--- config.mk ---
export PLATFORM = sky130hd
export DESIGN_NAME = trig_conditioner
export DESIGN_NICKNAME = d
export VERILOG_FILES = /design/src/rtl/trig_conditioner.sv
export SDC_FILE = /design/constraint.sdc
export NUM_CORES = 1
export LEC_CHECK = 0
export CORE_AREA = 2 2 100 121
export CTS_BUF_LIST = sky130_fd_sc_hd__clkbuf_8
export DETAILED_ROUTE_END_ITERATION = 10
export DIE_AREA = 0 0 102 123
export GPL_ROUTABILITY_DRIVEN = 0
export PLACE_DENSITY = 0.72
export SYNTH_ARGS = -nofsm -noshare
export SYNTH_HDL_FRONTEND = slang
export SYNTH_SLANG_ARGS = --single-unit
--- constraint.sdc ---
create_clock -name clk -period 2.45 [get_ports clk]
set_input_delay 0.6125 -clock clk [delete_from_list [all_inputs] [get_ports clk]]
set_output_delay 0.6125 -clock clk [all_outputs]
set_load 0.01 [all_outputs]
--- src/rtl/trig_conditioner.sv ---
// Two-channel trigger conditioner: sync, glitch filter, rising-edge
// detect and holdoff-protected one-cycle pulses with debug counters.

module trig_channel #(
    parameter int FILTER_CYCLES  = 8,
    parameter int HOLDOFF_CYCLES = 800,
    parameter int CNT_W          = 16
) (
    input  logic             clk,
    input  logic             rst,
    input  logic             en,
    input  logic             clr_counts,
    input  logic             pin,
    output logic             pulse,
    output logic             hold,
    output logic [CNT_W-1:0] count,
    output logic [CNT_W-1:0] missed
);

    localparam int FC_W = (FILTER_CYCLES > 1) ? $clog2(FILTER_CYCLES) : 1;
    localparam int TM_W = (HOLDOFF_CYCLES > 1) ? $clog2(HOLDOFF_CYCLES) : 1;
    localparam logic [FC_W-1:0] FC_LAST = FC_W'(FILTER_CYCLES - 1);
    localparam logic [TM_W-1:0] TM_LOAD = TM_W'(HOLDOFF_CYCLES - 1);
    localparam logic [CNT_W-1:0] CNT_MAX = '1;

    typedef enum logic [1:0] {
        IDLE,
        ARMED,
        HOLDOFF
    } state_t;

    logic            s1;
    logic            s2;
    logic            filt;
    logic            filt_d;
    logic [FC_W-1:0] fc;
    logic            rise;

    state_t          state;
    state_t          state_n;
    logic [TM_W-1:0] timer;
    logic [TM_W-1:0] timer_n;
    logic            pulse_n;
    logic            acc;
    logic            miss;

    // Synchroniser and filter run regardless of en
    always_ff @(posedge clk) begin
        if (rst) begin
            s1     <= 1'b0;
            s2     <= 1'b0;
            filt   <= 1'b0;
            filt_d <= 1'b0;
            fc     <= '0;
        end else begin
            s1     <= pin;
            s2     <= s1;
            filt_d <= filt;
            if (s2 == filt) begin
                fc <= '0;
            end else if (fc == FC_LAST) begin
                filt <= s2;
                fc   <= '0;
            end else begin
                fc <= fc + 1'b1;
            end
        end
    end

    assign rise = filt & ~filt_d;

    always_comb begin
        state_n = state;
        timer_n = timer;
        pulse_n = 1'b0;
        acc     = 1'b0;
        miss    = 1'b0;
        if (!en) begin
            state_n = IDLE;
            timer_n = '0;
        end else begin
            unique case (state)
                IDLE: begin
                    state_n = ARMED;
                end
                ARMED: begin
                    if (rise) begin
                        pulse_n = 1'b1;
                        acc     = 1'b1;
                        timer_n = TM_LOAD;
                        state_n = HOLDOFF;
                    end
                end
                HOLDOFF: begin
                    miss = rise;
                    if (timer == '0) begin
                        state_n = ARMED;
                    end else begin
                        timer_n = timer - 1'b1;
                    end
                end
                default: begin
                    state_n = IDLE;
                    timer_n = '0;
                end
            endcase
        end
    end

    always_ff @(posedge clk) begin
        if (rst) begin
            state <= IDLE;
            timer <= '0;
            pulse <= 1'b0;
            hold  <= 1'b0;
        end else begin
            state <= state_n;
            timer <= timer_n;
            pulse <= pulse_n;
            hold  <= (state_n == HOLDOFF);
        end
    end

    // Saturating counters; clear beats a same-cycle increment
    always_ff @(posedge clk) begin
        if (rst || clr_counts) begin
            count  <= '0;
            missed <= '0;
        end else begin
            if (acc && count != CNT_MAX) begin
                count <= count + 1'b1;
            end
            if (miss && missed != CNT_MAX) begin
                missed <= missed + 1'b1;
            end
        end
    end

endmodule

module trig_conditioner #(
    parameter int FILTER_CYCLES  = 8,
    parameter int HOLDOFF_CYCLES = 800,
    parameter int CNT_W          = 16
) (
    input  logic             clk,
    input  logic             rst,
    input  logic             en,
    input  logic             clr_counts,
    input  logic             trig_in,
    input  logic             rabi_trig_in,
    output logic             trig_out,
    output logic             rabi_trig_out,
    output logic             busy,
    output logic [CNT_W-1:0] trig_count,
    output logic [CNT_W-1:0] rabi_count,
    output logic [CNT_W-1:0] trig_missed,
    output logic [CNT_W-1:0] rabi_missed
);

    logic main_hold;
    logic rabi_hold;

    trig_channel #(
        .FILTER_CYCLES (FILTER_CYCLES),
        .HOLDOFF_CYCLES(HOLDOFF_CYCLES),
        .CNT_W         (CNT_W)
    ) u_main (
        .clk       (clk),
        .rst       (rst),
        .en        (en),
        .clr_counts(clr_counts),
        .pin       (trig_in),
        .pulse     (trig_out),
        .hold      (main_hold),
        .count     (trig_count),
        .missed    (trig_missed)
    );

    trig_channel #(
        .FILTER_CYCLES (FILTER_CYCLES),
        .HOLDOFF_CYCLES(HOLDOFF_CYCLES),
        .CNT_W         (CNT_W)
    ) u_rabi (
        .clk       (clk),
        .rst       (rst),
        .en        (en),
        .clr_counts(clr_counts),
        .pin       (rabi_trig_in),
        .pulse     (rabi_trig_out),
        .hold      (rabi_hold),
        .count     (rabi_count),
        .missed    (rabi_missed)
    );

    assign busy = main_hold | rabi_hold;

endmodule

==> reports/qor.csv <==
stage,metric,value,unit
status,outcome,"finished, final reports clean",
synth,Syn Area/Cell,8.44,um^2
sta,final worst slack,0.182,ns
sta,final hold viol count,0,
clocking,Root Driver,clkbuf_8,
finish,Fillers,1016,
clocking,CTS tree,done,
die,DIE WIDTH,102,um
flow_run,Max-cap violations,0,
clocking,Max Root-Sink Buffers,2,
power_and_ir_drop,Overall Power,2950,uW
finish,design area,6910,um^2
place,Detail Placement HPWL,10800,um
finish,diode count,0,
detailed_routing,drt drc,0,
clocking,Sink Count,106,
global_routing,first-pass GRT wire length,24500,um
detailed_routing,"antenna viol nets, final",0,
setup_path,CP startpoint kind,input port,
synth,cells after synthesis,660,
sta,RSZ-0062 raised after global routing,no,
die,chip height,123,um
die,row cnt,43,
synth,register area share after synthesis,0.381,
worst_hold_path,worst hold path depth,1,
detailed_routing,Post-Route WL,14500,um
finish,area grow syn2layout,24.0,%
clocking,clock latency on the worst-skew pair,0.37,ns
synth,asr flop ratio synth,0,
power_and_ir_drop,Peak VDD IR,239,uV
setup_path,crit path kind,input port to flop,
die,I/O pin count,73,
clocking,CTS HTree Levels,3,
finish,Layout Nets,777,
setup_path,worst-path maximum fanout,11,
global_routing,largest net degree at the start of global routing,23,
sta,final setup fails,0,
sta,slew margin rel.,0.542,
synth,mapped cell area,5570,um^2
setup_path,CP Capture Type,flop,
die,Core Footprint,11400,um^2
detailed_routing,vias per inst,6.14,
clocking,Post-CTS Setup Repair Bufs,0,
synth,"Distinct cells, synth",55,
setup_path,WP data arrival,2.57,ns
sta,post-route minimum period,2.27,ns
sta,Final period util,0.926,
place,IO Port Bufs,72,
sta,Slew @ Worst Pin,0.680,ns
clocking,post-cts resize count,0,
synth,Synth Net Count,686,
die,Initial Utilization,0.488,
sta,fmax,441,MHz
sta,Slew Limit Fails,0,
power_and_ir_drop,P_leak,0.00230,uW
worst_hold_path,worst hold path type,flop to flop,
place,post-place setup slack,-0.192,ns
synth,Syn. warnings,0,
synth,Synth Register Bits,106,
detailed_routing,DR WL/cell,15.9,um
place,dpl cell area,6720,um^2
global_routing,global route overflow,0,
clocking,CTS buffer count,9,
setup_path,CP required,2.75,ns
global_routing,vias in the first global route,5312,
finish,layout cell share with drive strength beyond 1,0.0914,
global_routing,initial antenna violation count,0,
sta,clk_skew,0.0155,ns
clocking,Hold Buf Count CTS,0,
die,die area,12500,um^2
detailed_routing,Via Count,5599,
sta,Fin Setup TNS,0,ns
synth,Synth Flop Type,dfxtp_1,
clocking,"CTS clk-pin slew, worst paths",0.10,ns
synth,Post-synth EDFFs,0,
power_and_ir_drop,power per cell area,427,nW/um^2
detailed_routing,drt pass-1 iters,5,
setup_path,Worst Reg-to-Reg Cells,7,
detailed_routing,Starting DRT DRC Count,256,
global_routing,total track usage,0.237,
[critical path, cell delays in order]
cell and delay, ns:
clkdlybuf4s50_1 0.54, buf_12 0.15, nand4b_4 0.13, or4_4 0.58
or4_1 0.41, a21oi_1 0.15
[metal layers]
metal / track usage / vias to the layer above / part of all wire
met4: 0.100 / 0 / 0.020
met2: 0.410 / 158 / 0.51
met1: 0.292 / 2686 / 0.42
met5: 0 / - / 0
met3: 0.0362 / 25 / 0.050
li1: - / 2730 / -
[synthesized netlist by cell type (17+ instances only)]
library cell    n  area (um^2)
a21oi_1        64          320
clkbuf_1       29          109
dfxtp_1       106         2120
ha_1           20          250
inv_1          20         75.1
nand2_1        56          210
nand3_1        29          145
nand4_1        22          138
nor2_1         17         63.8
nor3_1         17         85.1
o21ai_0        27          135
o31ai_1        33          248
or3_1          25          156
or4_1          31          233
[cell usage in the layout, fill, tap and decap left out, types with 7 or more instances in the layout]
cell             instances
or4_1                   31
nand4_1                 22
a211oi_1                 7
clkbuf_8                10
nor3_1                  17
and2_1                   7
nor2b_1                 16
o311ai_0                 8
and4_1                  11
nand3_1                 29
nor2_1                  16
o21ai_0                 27
ha_1                    20
inv_1                   21
mux2i_1                 10
nor4_1                  14
or3_1                   25
a31oi_1                 10
nand2_1                 56
dfxtp_1                106
o31ai_1                 33
clkdlybuf4s50_1         72
a21oi_1                 64
buf_4                   41
[per-stage QoR]
stage,std cells,hold slack [ns],utilization
after floorplan,660,0.406,-
after global placement,897,0.413,0.589
after detailed placement,897,0.428,0.589
after CTS,912,0.442,0.606
after global routing,912,0.454,0.606
final,912,0.438,0.606
[state kept, by name, indices dropped and copies added (netlist names), 2 cells and up]
register,cells
u_main.missed,16
u_main.fc,3
u_main.timer,10
u_rabi.count,16
u_main.count,16
u_rabi.state,2
u_main.state,2
u_rabi.timer,10
u_rabi.missed,16
u_rabi.fc,3
[area by class of cell]
type / count / area (um^2) / share of cell area
clock inverter: 5 / 56.3 / 0.00815
tap: 157 / 196 / 0.0284
timing repair buffer: 116 / 1090 / 0.158
sequential: 106 / 2120 / 0.307
multi-input combinational: 498 / 3230 / 0.468
clock buffer: 10 / 138 / 0.0199
inverter: 20 / 75.1 / 0.0109
[final timing paths]
check	start	end	slack, ns
worst max-delay path	en	u_main.missed[11]	0.18
worst min-delay path	u_rabi.fc[0]	u_rabi.fc[0]	0.44
worst max register to register	u_main.state[0]	u_main.timer[6]	0.27
worst min register to register	u_rabi.fc[0]	u_rabi.fc[0]	0.44
[cell families (layout without fill, tap and decap cells)]
kind of cell | count (synthesis) | count (layout) | share of synthesized area
compound gates | 187 | 187 | 0.217
xor+xnor | 6 | 6 | 0.00943
fa+ha+maj | 20 | 20 | 0.0449
buf+inv | 56 | 151 | 0.0402
flops | 106 | 106 | 0.381
mux | 10 | 10 | 0.0180
simple gates | 275 | 275 | 0.289
[power breakdown]
part,total [uW],switching [uW],internal (uW)
combinational,136,83.1,52.5
sequential,1730,5.26,1730
clock,1080,590,492
Note: power is estimated with default switching activity, not from simulation.
